==> config.mk <==
export PLATFORM = sky130hd
export DESIGN_NAME = imem_loader
export DESIGN_NICKNAME = d
export VERILOG_FILES = /design/src/rtl/imem_loader.sv
export SDC_FILE = /design/constraint.sdc
export NUM_CORES = 1
export LEC_CHECK = 0
export CAP_MARGIN = 0
export CORE_MARGIN = 2
export CORE_UTILIZATION = 50
export DETAILED_ROUTE_END_ITERATION = 6
export GPL_ROUTABILITY_DRIVEN = 0
export GPL_TIMING_DRIVEN = 1
export PLACE_DENSITY = 0.76
export SYNTH_ARGS = -nofsm -noshare
export SYNTH_HDL_FRONTEND = slang
export SYNTH_SLANG_ARGS = --single-unit
==> constraint.sdc <==
create_clock -name clk -period 3 [get_ports clk]
set_input_delay 0.75 -clock clk [delete_from_list [all_inputs] [get_ports clk]]
set_output_delay 0.75 -clock clk [all_outputs]
set_load 0.02 [all_outputs]
==> src/rtl/imem_loader.sv <==
// imem_loader: receives a length-prefixed, XOR-checksummed byte image and
// writes it word by word into instruction memory. The processor is held in
// reset until the whole image has been written and its checksum matches.
module imem_loader #(
   parameter logic [31:0] BASE_ADDR = 32'h0000_0000,
   parameter int unsigned MAX_WORDS = 256
) (
   input  logic        clk,
   input  logic        rst,
   input  logic        byte_valid,
   input  logic [7:0]  byte_data,
   output logic        byte_ready,
   output logic        im_we,
   output logic [31:0] im_addr,
   output logic [31:0] im_wdata,
   output logic        cpu_rst,
   output logic        done,
   output logic        error
);

   typedef enum logic [2:0] {
      LEN_HI,
      LEN_LO,
      DATA,
      WRITE,
      CSUM,
      RUN,
      ERROR
   } state_t;

   state_t      r_state;
   state_t      w_state_nxt;

   logic [7:0]  r_len_hi;
   logic [15:0] r_words_left;
   logic [1:0]  r_byte_cnt;
   logic [31:0] r_word;
   logic [7:0]  r_csum;
   logic [31:0] r_addr;

   logic        w_accept;
   logic [15:0] w_len;
   logic        w_len_over;

   assign w_accept   = byte_valid & byte_ready;
   assign w_len      = {r_len_hi, byte_data};
   assign w_len_over = ({16'd0, w_len} > MAX_WORDS);

   // State register.
   always_ff @(posedge clk) begin
      if (rst) begin
         r_state <= LEN_HI;
      end else begin
         r_state <= w_state_nxt;
      end
   end

   // Next-state decode and state-derived outputs; rst forces every output
   // to its idle value within the same cycle, not one edge later.
   always_comb begin
      w_state_nxt = r_state;
      byte_ready  = 1'b0;
      im_we       = 1'b0;
      cpu_rst     = 1'b1;
      done        = 1'b0;
      error       = 1'b0;
      im_addr     = r_addr;
      im_wdata    = r_word;

      case (r_state)
         LEN_HI: begin
            byte_ready = 1'b1;
            if (w_accept) w_state_nxt = LEN_LO;
         end
         LEN_LO: begin
            byte_ready = 1'b1;
            if (w_accept) begin
               if (w_len == 16'd0)  w_state_nxt = CSUM;
               else if (w_len_over) w_state_nxt = ERROR;
               else                 w_state_nxt = DATA;
            end
         end
         DATA: begin
            byte_ready = 1'b1;
            if (w_accept && (r_byte_cnt == 2'd3)) w_state_nxt = WRITE;
         end
         WRITE: begin
            im_we       = 1'b1;
            w_state_nxt = (r_words_left > 16'd1) ? DATA : CSUM;
         end
         CSUM: begin
            byte_ready = 1'b1;
            if (w_accept) w_state_nxt = (byte_data == r_csum) ? RUN : ERROR;
         end
         RUN: begin
            cpu_rst = 1'b0;
            done    = 1'b1;
         end
         ERROR: begin
            error = 1'b1;
         end
         default: w_state_nxt = LEN_HI;
      endcase

      if (rst) begin
         byte_ready = 1'b0;
         im_we      = 1'b0;
         cpu_rst    = 1'b1;
         done       = 1'b0;
         error      = 1'b0;
         im_addr    = BASE_ADDR;
         im_wdata   = '0;
      end
   end

   // Datapath: length capture, word assembly, running checksum, write address.
   always_ff @(posedge clk) begin
      if (rst) begin
         r_len_hi     <= '0;
         r_words_left <= '0;
         r_byte_cnt   <= '0;
         r_word       <= '0;
         r_csum       <= '0;
         r_addr       <= BASE_ADDR;
      end else begin
         case (r_state)
            LEN_HI: begin
               if (w_accept) begin
                  r_len_hi <= byte_data;
                  r_csum   <= r_csum ^ byte_data;
               end
            end
            LEN_LO: begin
               if (w_accept) begin
                  r_words_left <= w_len;
                  r_byte_cnt   <= '0;
                  r_csum       <= r_csum ^ byte_data;
               end
            end
            DATA: begin
               if (w_accept) begin
                  r_word     <= {r_word[23:0], byte_data};
                  r_byte_cnt <= r_byte_cnt + 2'd1;
                  r_csum     <= r_csum ^ byte_data;
               end
            end
            WRITE: begin
               r_addr       <= r_addr + 32'd4;
               r_words_left <= r_words_left - 16'd1;
            end
            default: ;
         endcase
      end
   end

endmodule

# After elaboration in Yosys (flattened, before gate mapping)
# Cells that the tools add are included.
op_classes:
  bitwise_logic: 3
  muxes: 26
  addsub: 3
  magnitude_cmp: 2
  n_eq_ne: 13
  n_reduce_logical: 14
ops:
  columns: ["op", "count"]
  rows:
  - ["32-bit 2-to-1 mux", 2]
  - ["32-bit by 3-bit adder with 32-bit output, second input constant", 1]
  - ["16-bit case mux with 2 select lines", 1]
  - ["3-bit 2-to-1 mux", 7]
  - ["3-bit case mux with 6 select lines", 1]
  - ["16-bit by 1-bit > comparator with 1-bit output, second input constant", 1]
  - ["16-bit by 9-bit > comparator with 1-bit output, second input constant", 1]
  - ["16-bit logical NOT", 1]
  - ["16-bit 2-to-1 mux", 1]
  - ["16-bit by 1-bit subtractor with 16-bit output, second input constant", 1]
  - ["1-bit 2-to-1 mux", 10]
  - ["2-bit != test, second input constant", 5]
  - ["3-bit equality test, second input constant", 3]
  - ["8-bit equality test", 1]
  - ["2-bit AND reduction", 4]
  - ["8-bit XOR", 1]
  - ["3-bit by 2-bit equality test with 1-bit output, second input constant", 2]
  - ["2-bit 2-to-1 mux", 3]
  - ["5-bit AND reduction", 1]
  - ["2-bit case mux with 2 select lines", 1]
  - ["2-bit nonzero test", 2]
  - ["4-bit OR reduction", 1]
  - ["3-bit by 1-bit equality test with 1-bit output, second input constant", 1]
  - ["3-bit logical NOT", 1]
  - ["8 further kinds", 8]
word_totals:
  register_bits: 101
  word_cells: 68

# Logic depth before layout (Yosys ltp)
depth:
  depth_word: 8
  depth_mapped: 8
  mapped_depth_nobuf: 6

# Worst setup path before layout
# No wires, ideal clock.
synth_timing:
  kind: "input-to-output"
  startpoint: "input rst"
  endpoint: "output byte_ready"
  required_ns: 2.250
  setup_slack_ns: 0.421
  n_path_buf: 4
  path_stages: 5
  arrival_ns: 1.829
  path_cell_list: "buf_2 buf_2 clkbuf_1 clkbuf_1 nor2_1"
synth_via:
  elab_chain_len: 1
synth_rtl:
  columns: ["element", "line_no", "source"]
  rows:
  - ["start: declaration", "9", "input logic rst,"]
  - ["1-bit 2-to-1 mux", "105", "if (rst) begin"]
  - ["end: declaration", "12", "output logic byte_ready,"]
# Every way passes these cells.

# Worst setup path in the final report
layout_timing:
  startpoint: "register r_state[1]"
  endpoint: "output done"
layout_via:
  elab_chain_len: 3
layout_rtl:
  columns: ["element", "line_no", "source"]
  rows:
  - ["start: declaration", "31", "state_t r_state;"]
  - ["start signal: assignment", "54", "r_state <= w_state_nxt;"]
  - ["3-bit equality test", "70", "case (r_state)"]
  - ["1-bit 2-to-1 mux", "70", null]
  - ["1-bit 2-to-1 mux", "105", null]
  - ["end: declaration", "17", "output logic done,"]
# Every way passes these cells.

==> metrics.md <==
| Metric | Value |
|---|---|
| Status | `finished, final reports clean` |
| Register bit total from synthesis | `99` |
| Final wirelength | `11400 um` |
| R2R Path Start | `r_state[1]` |
| Mapped Cells | `597` |
| Worst Tran Pin Value | `0.683 ns` |
| Post-Layout Cell Count | `799` |
| Via density per instance | `5.42` |
| Starting Density | `50.7%` |
| LEAKAGE | `2.05 nW` |
| Final net count | `676` |
| Vias in the first global route | `3933` |
| DP Area | `5790 um2` |
| CP Launch Type | `flop` |
| I/O Buffers | `77` |
| Post-synth ARST share | `0%` |
| CP Capture Type | `primary output` |
| 1st-pass router iterations | `5` |
| Core Area | `9640 um2` |
| WL/cell | `14.3 um` |
| Global-route wire length before repair | `18600 um` |
| Highest clock rate | `345 MHz` |
| Reg clk slew, reported paths | `0.10 ns` |
| Filler instances | `865` |
| Row Count | `36` |
| CP top delay family | `buffers and inverters` |
| CTS Buffer Depth | `2` |
| Pwr dens | `530 nW/um2` |
| Final min period | `2.90 ns` |
| P&R area growth vs syn | `23.0%` |
| Via count of the routed design | `4327` |
| Share of cells above drive strength 1 | `6.46%` |
| Critical path data required time | `2.25 ns` |
| Placed Cells | `783` |
| Commonest cells post-synth | `dfxtp_1 (99), nand2_1 (76), nor2_1 (69), nor2b_1 (60), a21oi_1 (41)` |
| RSZ-0062 raised after global routing | `false` |
| Setup crit start | `r_state[1]` |
| Final setup viols | `0` |
| Clk_lat worst skew | `0.38 ns` |
| Min-Delay Path Class | `reg2reg` |
| Ant diodes | `0` |
| Post-Layout Inst Area | `6010 um2` |
| Synth warnings | `0` |
| Mean Syn Cell Area | `8.18 um2` |
| Clock buffer count from CTS | `9` |
| Sum Neg Setup Slack | `0 ns` |
| Seq. cell area | `1980 um2` |
| Post-synth EDFFs | `0` |
| Post-synth top area cell | `dfxtp_1` |
| Crit-path max FO | `13` |
| Count leader, synth | `dfxtp_1` |
| Netlist cell types | `53` |
| DRC Markers | `0` |
| Worst path cell trace | `nand2b_2, or2_2, inv_1, clkdlybuf4s50_1` |
| Clk sinks | `99` |
| Slowest cell on crit path | `clkdlybuf4s50_1` |
| Multi-input logic area | `2720 um2` |
| Worst hold path endpoint | `r_word[28]` |
| Slew HR | `54.1%` |
| Final HPWL DP | `8180 um` |
| Cells on worst reg2reg path | `5` |
| Stages on the worst setup path | `4` |
| Mapped Area | `4880 um2` |
| Final hold vios | `0` |
| Post-synth top flop | `dfxtp_1` |
| DRT iter0 DRCs | `285` |
| Largest net degree at the start of global routing | `68` |
| Die width | `103 um` |
| Synth area leaders | `dfxtp_1 (41%), nor2b_1 (7.7%), nand2_1 (5.8%), nor2_1 (5.3%), xnor2_1 (4.5%)` |
| I/O Pins | `80` |
| Die area | `10600 um2` |
| Hold path depth | `2` |
| GRT Residual Overflow | `0` |
| Die height | `103 um` |
| CTS root buf | `clkbuf_8` |
| Max-slew violation count | `0` |
| Share of the synthesized area in the top cell type | `40.6%` |
| Total GRT Usage | `22.0%` |
| Final worst slack | `0.0999 ns` |
| Maxcap violations | `0` |
| Sequential cell area fraction in the yosys report | `40.6%` |
| Setup Crit Path Kind | `reg2out` |
| H-Tree Depth | `3` |
| Hold_sp | `r_word[28]` |
| Worst r2r dst | `r_addr[26]` |
| Worst path bufs/invs | `2` |
| Reg2reg setup slack | `0.87 ns` |
| Fin crit share | `96.7%` |
| Dpl ws | `0.176 ns` |
| Crit-path max cell delay | `0.61 ns` |
| Postcts setup bufs | `0` |
| Antenna violations before repair | `0` |
| CTS tree | `built` |
| Worst path arrival time | `2.15 ns` |
| IR drop worst, VDD | `0.000303 V` |
| Worst Clk Skew | `0.0266 ns` |
| Post-route ant nets | `0` |
-- metrics by stage --
step | total power [W] | util (%) | hold slack [ns]
2_1_floorplan | 0.00211 | - | 0.426
3_3_place_gp | 0.00228 | 60.0 | 0.431
3_5_place_dp | 0.00232 | 60.0 | 0.442
4_1_cts | 0.00320 | 62.3 | 0.459
5_1_grt | 0.00336 | 62.3 | 0.484
6_report | 0.00318 | 62.3 | 0.457
-- kinds of logic after synthesis --
| kind of cell | after synthesis | share of synthesized area, % |
|---|---|---|
| other | 1 | 0.0768 |
| AOI/OAI and AO/OA | 88 | 10.9 |
| buffers and inverters | 46 | 3.94 |
| xor gates and xnor gates | 40 | 7.17 |
| muxes | 21 | 4.64 |
| and+or+nand+nor | 298 | 31.7 |
| DFF | 99 | 40.6 |
| adders and majority gates | 4 | 1.02 |
-- routing by layer --
metal / share of wire [%] / wire length (um) / track usage [%] / up-vias
li1: - / - / - / 2173
met3: 4.7 / 542 / 3.59 / 12
met4: 1.3 / 144 / 6.78 / 0
met5: 0 / 0 / 0 / -
met2: 50 / 5720 / 38.0 / 116
met1: 44 / 5020 / 28.5 / 2026
-- worst max path at each step --
stage,endpoint,slack [ns]
after floorplan,byte_ready,0.42
after global placement,done,0.23
after detailed placement,done,0.18
after CTS,done,0.05
after global routing,done,0.005
final,done,0.1
-- worst min-delay path, delay by kind of cell (launching register included) --
kind | cells | cell delay, ns
compound gates | 1 | 0.05
simple gates | 1 | 0.05
flops | 1 | 0.32
-- registers in the layout, summed over array words and instances, names as in the netlist --
signal,cells
r_csum,8
r_byte_cnt,2
r_addr,30
r_state,3
r_words_left,16
r_len_hi,8
r_word,32
-- cells in the final DEF, fill, tap and decap left out, types with 3 or more instances in the layout --
master	count
a22oi_1	3
a31oi_1	8
clkdlybuf4s50_1	76
nand3_1	12
nor2b_1	60
nor4_1	11
nand2_1	76
buf_4	12
o211ai_1	5
a21oi_1	41
a221oi_1	3
o21ai_0	14
mux2_1	12
and4_1	5
or3_1	7
xnor2_1	25
mux2i_1	8
clkinv_8	4
or4_1	5
inv_1	8
ha_1	4
nand4_1	12
nor2_1	69
clkbuf_8	9
xor2_1	15
nor3_1	18
dfxtp_1	99
nand2b_1	5
-- area by class of cell --
type	count	share of cell area [%]
timing repair buffer	90	14.8
tap	133	2.77
clock buffer	9	2.06
inverter	8	0.500
multi-input combinational	453	45.3
clock inverter	7	1.56
sequential	99	33.0
-- power breakdown --
group / switching [W] / internal (W) / total [W]
clock: 0.000545 / 0.000340 / 0.000885
combinational: 0.000481 / 0.000312 / 0.000792
sequential: 0.000101 / 0.00141 / 0.00151
-- timing repair --
action | CTS | global route
setup endpoints to repair | 0 | 2
hold buffers | 0 | 0
gates resized for setup | 0 | 1
(Power assumes the default switching activity.)
